### config.mk
export PLATFORM = sky130hd
export DESIGN_NAME = execute_mul_seq_flat
export DESIGN_NICKNAME = d
export VERILOG_FILES = /design/src/rtl/execute_mul_seq_if.sv /design/src/rtl/execute_mul_seq.sv /design/src/flat_wrapper.sv
export SDC_FILE = /design/constraint.sdc
export NUM_CORES = 1
export LEC_CHECK = 0
export ABC_AREA = 1
export CORE_ASPECT_RATIO = 0.75
export CORE_UTILIZATION = 50
export DETAILED_ROUTE_END_ITERATION = 6
export GPL_TIMING_DRIVEN = 0
export PLACE_DENSITY = 0.68
export REMOVE_ABC_BUFFERS = 1
export SYNTH_ARGS = -nofsm -noshare
export SYNTH_HDL_FRONTEND = slang
export SYNTH_SLANG_ARGS = --single-unit
### constraint.sdc
create_clock -name iCLOCK -period 13.04 [get_ports iCLOCK]
set_input_delay 2.608 -clock iCLOCK [delete_from_list [all_inputs] [get_ports iCLOCK]]
set_output_delay 2.608 -clock iCLOCK [all_outputs]
set_load 0.05 [all_outputs]
### src/rtl/execute_mul_seq_if.sv
// Command/result bundle between the execute stage and the iterative multiplier.
// The slave side belongs to the multiplier; master is the issuing/writeback side.
interface execute_mul_seq_if;
  logic        iFLUSH;
  logic        iREQ;
  logic        oBUSY;
  logic [4:0]  iCMD;
  logic [31:0] iDATA_0;
  logic [31:0] iDATA_1;
  logic        oVALID;
  logic        iBUSY;
  logic [31:0] oDATA;
  logic [4:0]  oFLAGS;

  modport slave (
    input  iFLUSH, iREQ, iCMD, iDATA_0, iDATA_1, iBUSY,
    output oBUSY, oVALID, oDATA, oFLAGS
  );

  modport master (
    output iFLUSH, iREQ, iCMD, iDATA_0, iDATA_1, iBUSY,
    input  oBUSY, oVALID, oDATA, oFLAGS
  );
endinterface

### src/rtl/execute_mul_seq.sv
// 32x32 multiply over four 16x16 partial products; result in 5 cycles (1 on a zero operand).
// Result and flags are held in OUT while iBUSY is high; oBUSY blocks new commands until consumed.
module execute_mul_seq #(
  parameter bit         P_FAST_ZERO  = 1'b1,
  parameter logic [4:0] P_CMD_MULL   = 5'd0,
  parameter logic [4:0] P_CMD_MULH   = 5'd1,
  parameter logic [4:0] P_CMD_UMULL  = 5'd2,
  parameter logic [4:0] P_CMD_UMULH  = 5'd3
) (
  input  logic              iCLOCK,
  input  logic              iRESET,
  execute_mul_seq_if.slave  bus
);

  typedef enum logic [1:0] {IDLE = 2'd0, CALC = 2'd1, OUT = 2'd2} state_t;

  state_t      state, state_nxt;
  logic [31:0] a_q, b_q;
  logic        neg_q, high_q;
  logic [1:0]  cnt_q;
  logic [63:0] acc_q;
  logic [31:0] res_q;
  logic [4:0]  flg_q;

  logic        is_mulh, is_high, zero_in, accept;
  logic [31:0] a_abs, b_abs, pp;
  logic [15:0] a_half, b_half;
  logic [5:0]  shamt;
  logic [63:0] prod, r_fin;
  logic [36:0] sel;

  // Returns {word, flags}; low-word flags expose bit 32 as carry out of the low word.
  function automatic logic [36:0] pick(input logic [63:0] r, input logic high);
    logic zf;
    zf = (r == 64'd0);
    if (high) pick = {r[63:32], r[63], 1'b0, 1'b0, r[32], zf};
    else      pick = {r[31:0], r[31], r[31] ^ r[32], r[32], r[0], zf};
  endfunction

  // Unknown command codes fall through to the unsigned low-word behaviour.
  assign is_mulh = (bus.iCMD == P_CMD_MULH);
  assign is_high = is_mulh || (bus.iCMD == P_CMD_UMULH);
  assign a_abs   = (is_mulh && bus.iDATA_0[31]) ? -bus.iDATA_0 : bus.iDATA_0;
  assign b_abs   = (is_mulh && bus.iDATA_1[31]) ? -bus.iDATA_1 : bus.iDATA_1;
  assign zero_in = (bus.iDATA_0 == 32'd0) || (bus.iDATA_1 == 32'd0);
  assign accept  = (state == IDLE) && bus.iREQ && !bus.iFLUSH;

  // cnt[0] picks the a half, cnt[1] the b half; shift is 16 per selected upper half.
  assign a_half = cnt_q[0] ? a_q[31:16] : a_q[15:0];
  assign b_half = cnt_q[1] ? b_q[31:16] : b_q[15:0];
  assign pp     = a_half * b_half;
  assign shamt  = {cnt_q[0] & cnt_q[1], cnt_q[0] ^ cnt_q[1], 4'b0000};
  assign prod   = acc_q + ({32'd0, pp} << shamt);
  assign r_fin  = neg_q ? -prod : prod;
  assign sel    = pick(r_fin, high_q);

  always_ff @(posedge iCLOCK or posedge iRESET) begin
    if (iRESET) state <= IDLE;
    else        state <= state_nxt;
  end

  always_comb begin
    state_nxt = state;
    if (bus.iFLUSH) begin
      state_nxt = IDLE;
    end else begin
      case (state)
        IDLE:    if (bus.iREQ) state_nxt = (P_FAST_ZERO && zero_in) ? OUT : CALC;
        CALC:    if (cnt_q == 2'd3) state_nxt = OUT;
        OUT:     if (!bus.iBUSY) state_nxt = IDLE;
        default: state_nxt = IDLE;
      endcase
    end
  end

  always_comb begin
    bus.oBUSY  = (state != IDLE);
    bus.oVALID = (state == OUT);
    bus.oDATA  = res_q;
    bus.oFLAGS = flg_q;
  end

  always_ff @(posedge iCLOCK or posedge iRESET) begin
    if (iRESET) begin
      a_q    <= 32'd0;
      b_q    <= 32'd0;
      neg_q  <= 1'b0;
      high_q <= 1'b0;
      cnt_q  <= 2'd0;
      acc_q  <= 64'd0;
      res_q  <= 32'd0;
      flg_q  <= 5'd0;
    end else if (accept) begin
      a_q    <= a_abs;
      b_q    <= b_abs;
      neg_q  <= is_mulh && (bus.iDATA_0[31] ^ bus.iDATA_1[31]);
      high_q <= is_high;
      cnt_q  <= 2'd0;
      acc_q  <= 64'd0;
      if (P_FAST_ZERO && zero_in) begin
        res_q <= 32'd0;
        flg_q <= 5'b00001;
      end
    end else if ((state == CALC) && !bus.iFLUSH) begin
      acc_q <= prod;
      cnt_q <= cnt_q + 2'd1;
      if (cnt_q == 2'd3) begin
        res_q <= sel[36:5];
        flg_q <= sel[4:0];
      end
    end
  end

endmodule

### src/flat_wrapper.sv
// flat-port wrapper written by rule: the top's interface ports become plain ports
module execute_mul_seq_flat 
#(
  parameter bit         P_FAST_ZERO  = 1'b1,
  parameter logic [4:0] P_CMD_MULL   = 5'd0,
  parameter logic [4:0] P_CMD_MULH   = 5'd1,
  parameter logic [4:0] P_CMD_UMULL  = 5'd2,
  parameter logic [4:0] P_CMD_UMULH  = 5'd3
)
  (iCLOCK, iRESET, bus_iFLUSH, bus_iREQ, bus_iCMD, bus_iDATA_0, bus_iDATA_1, bus_iBUSY, bus_oBUSY, bus_oVALID, bus_oDATA, bus_oFLAGS);
  execute_mul_seq_if bus_i ();
  input  logic iCLOCK;
  input  logic iRESET;
  input wire logic [$bits(bus_i.iFLUSH)-1:0] bus_iFLUSH;
  input wire logic [$bits(bus_i.iREQ)-1:0] bus_iREQ;
  input wire logic [$bits(bus_i.iCMD)-1:0] bus_iCMD;
  input wire logic [$bits(bus_i.iDATA_0)-1:0] bus_iDATA_0;
  input wire logic [$bits(bus_i.iDATA_1)-1:0] bus_iDATA_1;
  input wire logic [$bits(bus_i.iBUSY)-1:0] bus_iBUSY;
  output wire logic [$bits(bus_i.oBUSY)-1:0] bus_oBUSY;
  output wire logic [$bits(bus_i.oVALID)-1:0] bus_oVALID;
  output wire logic [$bits(bus_i.oDATA)-1:0] bus_oDATA;
  output wire logic [$bits(bus_i.oFLAGS)-1:0] bus_oFLAGS;
  assign bus_i.iFLUSH = bus_iFLUSH;
  assign bus_i.iREQ = bus_iREQ;
  assign bus_i.iCMD = bus_iCMD;
  assign bus_i.iDATA_0 = bus_iDATA_0;
  assign bus_i.iDATA_1 = bus_iDATA_1;
  assign bus_i.iBUSY = bus_iBUSY;
  assign bus_oBUSY = bus_i.oBUSY;
  assign bus_oVALID = bus_i.oVALID;
  assign bus_oDATA = bus_i.oDATA;
  assign bus_oFLAGS = bus_i.oFLAGS;
  execute_mul_seq #(.P_FAST_ZERO(P_FAST_ZERO), .P_CMD_MULL(P_CMD_MULL), .P_CMD_MULH(P_CMD_MULH), .P_CMD_UMULL(P_CMD_UMULL), .P_CMD_UMULH(P_CMD_UMULH)) u_core (.iCLOCK(iCLOCK), .iRESET(iRESET), .bus(bus_i));
endmodule
; ---- Word level (Yosys, flattened, before mapping)
; Index checks and enable logic that the tools add are counted.
[totals]
reg_bits = 171
latchBits = 0
ramBits = 0
romBits = 0
input_bits = 74
output_inout_bits = 39
elab_cells = 71
memories = 0
[op_classes]
n_addsub = 5
mul = 1
n_div = 0
n_lt_le_gt_ge = 0
eq_ne = 9
shifts = 1
n_mux = 24
bitwise_logic = 4
reduce_logical = 18
[ops]
columns = operator, count
row1 = $mux 32, 6
row2 = $mux 64, 3
row3 = $add 64x64->64, 1
row4 = $logic_not 32->1, 2
row5 = $logic_not 64->1, 1
row6 = $neg 32->32, 2
row7 = $neg 64->64, 1
row8 = $shl 32x6->64, 1
row9 = $mux 37, 1
row10 = $mul 16x16->32, 1
row11 = $mux 16, 2
row12 = $mux 5, 4
row13 = $mux 2, 7
row14 = $logic_and 1x1->1, 6
row15 = $ne 3x3->1 const B, 2
row16 = $pmux 2 s3, 1
row17 = $reduce_and 3->1, 2
row18 = $reduce_bool 2->1, 3
row19 = $eq 5x1->1 const B, 1
row20 = $eq 5x2->1 const B, 1
row21 = $eq 2x2->1 const B, 2
row22 = $ne 3x2->1 const B, 1
row23 = $xor 1x1->1, 3
row24 = $add 2x1->2 const B, 1
row25 = 6 further kinds, 7

; ---- Longest topological paths before layout
; Gate-level depths: netlist of run 1.
[depth]
depth_word = 11
depth_mapped = 64
depth_no_buf = 62

; ---- Worst setup path after synthesis of run 1
; Ideal clock, no wire load.
[synth_timing]
path_type = reg-to-reg
startpoint = register u_core.cnt_q[1]
endpoint = register u_core.flg_q[0], in the netlist u_core.bus.oFLAGS[0]
arrival_ps = 9080
required_ps = 12967
path_slack_ps = 3887
stages_incl_launch_ff = 56
n_path_buf = 2
synth_period_minus_slack_ps = 9153
cell_sequence = dfrtp_1 > inv_1 > clkbuf_1 > or2_2 > o21ai_1 > clkbuf_1 > nor2_1 > fa_1 > inv_1 > fa_1 > fa_1 > inv_1 > fa_1 > fa_1 > inv_1 > fa_1 > inv_1 > ha_1 > (+20 left out) > nand2_1 > nor3_1 > nand2_1 > nand3_1 > nand2_1 > nand2_1 > nand2_1 > nor2_1 > nand3_1 > nor2_2 > nand3_1 > nand3_1 > nand2_1 > nor2_1 > nand3_1 > nor2_1 > nand3_1 > a21oi_2
[synth_between]
elab_chain_len = 11
[synth_lines]
columns = item, line_no
row1 = "start, declared", execute_mul_seq.sv:20  ; logic [1:0] cnt_q;
row2 = "start signal, assigned", execute_mul_seq.sv:106  ; cnt_q <= cnt_q + 2'd1;
row3 = $mux 16, execute_mul_seq.sv:50  ; assign b_half = cnt_q[1] ? b_q[31:16] : b_q[15:0];
row4 = $mul 16x16->32, execute_mul_seq.sv:51  ; assign pp = a_half * b_half;
row5 = $shl 32x6->64, execute_mul_seq.sv:53  ; assign prod = acc_q + ({32'd0, pp} << shamt);
row6 = $add 64x64->64, execute_mul_seq.sv:53
row7 = $neg 64->64, execute_mul_seq.sv:54  ; assign r_fin = neg_q ? -prod : prod;
row8 = $mux 64, execute_mul_seq.sv:54
row9 = $logic_not 64->1, execute_mul_seq.sv:35  ; zf = (r == 64'd0);
row10 = $mux 37, execute_mul_seq.sv:36  ; if (high) pick = {r[63:32], r[63], 1'b0, 1'b0, r[32], zf};
row11 = $mux 5, execute_mul_seq.sv:107  ; if (cnt_q == 2'd3) begin
row12 = $mux 5, execute_mul_seq.sv:104  ; end else if ((state == CALC) && !bus.iFLUSH) begin
row13 = $mux 5, execute_mul_seq.sv:93  ; end else if (accept) begin
row14 = "end signal, assigned", execute_mul_seq.sv:109  ; flg_q <= sel[4:0];
row15 = "end, declared", execute_mul_seq.sv:23  ; logic [4:0] flg_q;
; Parallel ways exist; a longest one is shown, timed or not. The select of a mux whose other input is x is not followed.
; A chain may end at the register's enable or synchronous reset.

; ---- Worst setup path after layout of run 1
[layout_timing]
startpoint = register u_core.cnt_q[0]
endpoint = register u_core.flg_q[0], in the netlist u_core.bus.oFLAGS[0]
[layout_between]
elab_chain_len = 11
[layout_lines]
columns = item, line_no
row1 = $mux 16, execute_mul_seq.sv:49  ; assign a_half = cnt_q[0] ? a_q[31:16] : a_q[15:0];
row2 = $mul 16x16->32, execute_mul_seq.sv:51
row3 = $shl 32x6->64, execute_mul_seq.sv:53
row4 = $add 64x64->64, execute_mul_seq.sv:53
row5 = $neg 64->64, execute_mul_seq.sv:54
row6 = $mux 64, execute_mul_seq.sv:54
row7 = $logic_not 64->1, execute_mul_seq.sv:35
row8 = $mux 37, execute_mul_seq.sv:36
row9 = $mux 5, execute_mul_seq.sv:107
row10 = $mux 5, execute_mul_seq.sv:104
row11 = $mux 5, execute_mul_seq.sv:93
; Parallel ways exist; a longest one is shown, timed or not. The select of a mux whose other input is x is not followed.

==> metrics.csv, run 1 <==
metric,value,unit
drc,2,
synth_edf_count,0,
cts_buffer_depth,2,
clock_latency,0.49,ns
cts-root-buf,clkbuf_16,
num_io_pins,113,
synthesis.yosys.warnings,0,
cp-start-kind,register,
async_flop_share,100,%
worstPathArrival,12.99,ns
fin_util,55.8,%
worst_path_most_repeated_cell,nand2_1,
violations,design-rule violations,
ys_seq_area_share,16.2,%
fmax,0.0796,GHz
firstDrtPassIters,7,
cts_buffers,17,
die-area,53200,um^2
m1WireLength,46.3,mm
cts.clk_slew.worst_paths,0.08,ns
core,51600,um^2
synthTopCellsByCount,"nand2_1 (1,403), inv_1 (714), nor2_1 (437)",
die_h,200,um
cp-end-kind,register,
rows,72,
dr_wl_met3,13.3,mm
whs_path_depth,2,
cp.required,13.46,ns
syn_area,26200,um^2
relSlewSlack,8.47,%
cp.depth,49,
cp_num_buf_inv,7,
yosys_register_bits,169,
r2r_cells,49,
drv_cap,0,
grt_setup_unrepaired,no,
crit_fanout,35,
cp_slowest_stage_delay,0.97,ns
cts.sink_count,169,
synth_area_leaders,"nand2_1 (20%), dfrtp_1 (16%), fa_1 (15%)",
skew,0.0153,ns
port_buffers,112,
dpl_cell_area,28100,um^2
rr_startpoint,u_core.cnt_q[0],
top_layer,met5,
n_fill_cell,5339,
post-route-period-util,96.4,%
grt_start_max_net_pins,108,
htree_num_levels,4,
wl_met2,37.0,mm
avgSynthCellArea,6.24,um^2
drive_gt1_share,6.03,%
synth_area_leader_cell,nand2_1,
crit_slowest_cell,o21ai_0,
cts_tree,done,
synth_cells,4191,
drv_slew,0,
grt_antenna_before_repair,2,
worstMarginPinSlew,1.37,ns
fin_setup_tns,0,ns
setup_viol,0,
place.gp.congestion,1.04,
path_class,register to register,
yosys_most_used_dff,dfrtp_1,
hpwl,81.8,mm
whs,0.484,ns
status,"complete, but fails checks",
grt_pass1_vias,24840,
antenna_cells,0,
nets,4692,
final_antenna_net_count,0,
hold_start,u_core.b_q[20],
synth.distinct_cells,53,
grt_pass1_wl,149,mm
rrSetupSlack,0.47,ns
r2r_end,u_core.bus.oFLAGS[0],
grt.overflow.total,0,
synth_top_area_share,20.1,%
syn_to_final_growth,10.2,%
vias,27287,
final_area,28800,um^2
fp.dieW,266,um
layout_min_cycle_time,12.57,ns
crit_family,adder cells,
routed_wl,98.3,mm
hp-class,register to register,
grtUsageTotal,37.6,%
via_per_inst,5.49,
hold_end,u_core.b_q[20],
yosysMostFrequentCell,nand2_1,
finalHoldViolCount,0,
wire_per_inst,19.8,um
first_iter_violations,3275,
start_util,50.7,%
-- area by class of cell --
| type | instances | area [um^2] | share of cell area [%] |
|---|---|---|---|
| clock buffer | 17 | 425 | 1.48 |
| clock inverter | 15 | 213 | 0.738 |
| inverter | 744 | 2810 | 9.75 |
| multi-input combinational | 3189 | 18900 | 65.5 |
| sequential | 169 | 4240 | 14.7 |
| tap | 703 | 880 | 3.05 |
| timing repair buffer | 131 | 1370 | 4.74 |
-- how the worst max path moves through the flow --
stage	to	slack (ns)	startpoint
final	u_core.bus.oFLAGS[0]	0.47	u_core.cnt_q[0]
after global routing	u_core.bus.oFLAGS[0]	0.02	u_core.cnt_q[1]
after CTS	u_core.bus.oFLAGS[0]	0.002	u_core.cnt_q[0]
after detailed placement	u_core.bus.oFLAGS[0]	0.02	u_core.cnt_q[0]
after global placement	u_core.bus.oDATA[25]	-0.59	bus_iFLUSH
after floorplan	u_core.bus.oFLAGS[0]	3.57	u_core.cnt_q[1]
-- layout by cell type (no fill, tap or decap), types with 5 or more instances in the layout --
cell                n
clkinv_1           10
nor2_4              9
nand3_2            11
nor3_1             33
o21bai_1            6
a21oi_1           104
o22ai_1            11
a21oi_2             5
nor4_1              9
clkdlybuf4s50_1   112
nand3_1           234
o221ai_1            6
nand4_1            42
xor2_1             60
ha_1              170
o21ai_1            24
or2_2              23
o21ai_0           202
nand3b_1            7
nand2_2            75
o211ai_1           10
nand2_1          1402
inv_2              21
nor2_2             29
clkbuf_16          17
xnor2_1            24
buf_4               9
a22oi_1            13
fa_1              195
clkinv_8            8
o21ai_2            14
nor2_1            435
inv_1             708
dfrtp_1           166
-- tightest hold or removal path, cell delays in order, from the launching register on --
cell and delay, ns:
dfrtp_1 0.34, nand2_1 0.05, o21ai_0 0.06
-- registers in the layout, summed over array words and instances, names as in the netlist --
name / cells
u_core.a_q: 32
u_core.acc_q: 64
u_core.b_q: 32
u_core.bus.oDATA: 30
u_core.bus.oFLAGS: 5
u_core.cnt_q: 2
u_core.high_q: 1
u_core.neg_q: 1
u_core.state: 2
-- logic make-up after synthesis --
family | count (synthesis) | synth area share, %
XOR/XNOR | 84 | 2.81
AO/OA/AOI/OAI | 417 | 8.73
flip-flops | 169 | 16.2
multiplexers | 1 | 0.0383
buffers and inverters | 833 | 12.0
AND/OR/NAND/NOR | 2321 | 37.1
adder cells (fa/ha/maj) | 366 | 23.1
-- per-stage QoR --
stage | std cells | worst slack [ns]
global placement | 4917 | -0.590
finish | 4968 | 0.473
CTS | 4965 | 0.00209
detailed placement | 4933 | 0.0235
global route | 4968 | 0.0233
floorplan | 4102 | 3.57
-- metal layers --
layer / vias up / track usage [%]
met2: 1334 / 50.8
met3: 98 / 11.5
li1: 13026 / -
met5: - / 0
met4: 2 / 8.05
met1: 12827 / 57.7
-- repair_timing --
action,4_1_cts,5_1_grt
endpoints found under the hold margin,0,0
hold buffers,0,0
buffers inserted,0,2
endpoints found under the setup margin,1,33
pin swaps,0,0
gates resized for setup,1,29
cloned,0,0
Power of run 1 is not shown: default switching activity piles up to over one toggle a cycle in this logic, so the estimate is an artifact.
==> run 2, diff against run 1 <==
CORE_MARGIN = 1.5   (was unset)
clock period = 16.3 ns   (was 13.04 ns; I/O delays follow)
==> run 2 against run 1 <==
Effect of this change: the flow still finishes with violations (design-rule violations); first-iteration DRC count grew 7.2%; routed wire length shrank 2.6%; non-clock buffer count shrank 3; sequential share of layout area is essentially flat; register-to-register slack gained 2.8 ns; die area grew 0.88%; clock skew grew 0.0023 ns; final cell count is essentially flat; worst setup slack gained 2.8 ns; critical path type unchanged; largest cell class unchanged.
==> metrics.csv, run 2 (synthesis gave the netlist of run 1 again) <==
metric,value,unit,change
postCtsSetupRepairBufs,0,,unchanged
routed_wl,95.7,mm,was 98.3 mm
cts_tree,done,,unchanged
nets,4689,,"was 4,692"
start_util,50.7,%,unchanged
finalHoldViolCount,0,,unchanged
num_io_pins,113,,unchanged
drv_slew,0,,unchanged
whs,0.482,ns,was 0.484 ns
rows,72,,unchanged
worstMarginPinSlew,1.34,ns,was 1.37 ns
post-route-period-util,79.6,%,was 96.4%
status,"complete, but fails checks",,unchanged
grt_setup_unrepaired,no,,unchanged
cts.sink_count,169,,unchanged
cts_buffers,17,,unchanged
place.gp.congestion,1.05,,was 1.04
grtUsageTotal,36.3,%,was 37.6%
skew,0.0175,ns,was 0.0153 ns
cts.clk_slew.worst_paths,0.08,ns,about the same
vias,27218,,"was 27,287"
cp_slowest_stage_delay,1.24,ns,was 0.97 ns
hold_buffers,0,,unchanged
cp-start-kind,register,,unchanged
ctsResizeCount,0,,was 1
fp.dieW,267,um,was 266 um
grt_pass1_wl,146,mm,was 149 mm
grt_pass1_vias,24717,,"was 24,840"
layout_min_cycle_time,12.98,ns,was 12.57 ns
port_buffers,112,,unchanged
largest_register_ffs,64,,unchanged
grt_antenna_before_repair,0,,was 2
via_per_inst,5.48,,was 5.49
worstPathArrival,13.42,ns,was 12.99 ns
drc,1,,was 2
drv_cap,0,,unchanged
hp-class,register to register,,unchanged
grt.overflow.total,0,,unchanged
hold_start,u_core.b_q[23],,was u_core.b_q[20]
cp.required,16.73,ns,was 13.46 ns
fin_setup_tns,0,ns,unchanged
hpwl,79.5,mm,was 81.8 mm
startpoint,u_core.cnt_q[0],,unchanged
drive_gt1_share,5.49,%,was 6.03%
clock_latency,0.51,ns,was 0.49 ns
syn_to_final_growth,9.91,%,was 10.2%
crit_fanout,35,,unchanged
htree_num_levels,4,,unchanged
crit_slowest_cell,o21ai_1,,was o21ai_0
setup_viol,0,,unchanged
die_h,201,um,was 200 um
crit_family,adder cells,,unchanged
firstDrtPassIters,7,,unchanged
die-area,53700,um^2,"was 53,200 um^2"
top_regs,"u_core.acc_q: 64 flops, u_core.a_q: 32 flops, u_core.b_q: 32 flops",,unchanged
cp-end-kind,register,,unchanged
rr_startpoint,u_core.cnt_q[0],,unchanged
cts-root-buf,clkbuf_16,,unchanged
cts_buffer_depth,2,,unchanged
core,51600,um^2,unchanged
grt_start_max_net_pins,93,,was 108
cp_num_buf_inv,7,,unchanged
first_iter_violations,3510,,"was 3,275"
worst_path_most_repeated_cell,nand2_1,,unchanged
violations,design-rule violations,,unchanged
final_antenna_net_count,0,,unchanged
fmax,0.0770,GHz,was 0.0796 GHz
largest_register,u_core.acc_q,,unchanged
relSlewSlack,10.4,%,was 8.47%
final_common_cell,nand2_1,,unchanged
wire_per_inst,19.3,um,was 19.8 um
mostFrequentLayoutCells,"nand2_1 (1,402), inv_1 (713), nor2_1 (434)",,"was nand2_1 (1,402), inv_1 (708), nor2_1 (435)"
path_class,register to register,,unchanged
run 2: changes by cell type in the layout (fill, tap and decap cells not counted), moves of 3 or more:
cell,change
buf_4,-3
inv_1,+5
o21ai_2,-10
o21ai_0,+4
o21ai_1,+8
inv_2,-5
clkinvlp_4,-3
run 2: final cells by class:
class	count	area, um^2
fill	5177	22900
multi-input combinational	3189	18800
sequential	169	4230
inverter	744	2800
timing repair buffer	128	1360
tap	703	880
clock buffer	17	425
clock inverter	15	216
antenna	1	2.50
run 2: per-stage QoR:
stage,cell area (um^2),util (%),cells,worst slack [ns]
after floorplan,25800,-,4102,6.83
after global placement,27800,53.9,4917,1.35
after detailed placement,28100,54.4,4932,3.78
after CTS,28700,55.7,4964,3.71
after global routing,28700,55.7,4965,2.59
final,28700,55.7,4966,3.32
run 2: metal layers:
layer / track usage, % / share of wire, %
met5: 0 / 0
met4: 9.42 / 2.3
met3: 11.0 / 14
met2: 47.1 / 37
met1: 56.8 / 47
run 2: worst register-to-register path: cells and delay by family, from the launching register on:
kind | cells | cell delay [ns]
fa+ha+maj | 8 | 3.79
compound gates | 12 | 3.60
simple gates | 24 | 3.40
buf+inv | 7 | 1.23
flops | 1 | 0.87
run 2: path summary, 6_finish.rpt:
check	depth (start not counted)	endpoint	slack, ns
setup / recovery	51	u_core.bus.oFLAGS[0]	3.32
hold / removal	2	u_core.b_q[23]	0.48
setup reg to reg	51	u_core.bus.oFLAGS[0]	3.32
hold reg to reg	2	u_core.b_q[23]	0.48
max in group asynchronous	3	u_core.acc_q[49]	12.17
min in group asynchronous	2	u_core.a_q[27]	3.18
Power of run 2 is left out for the same reason.
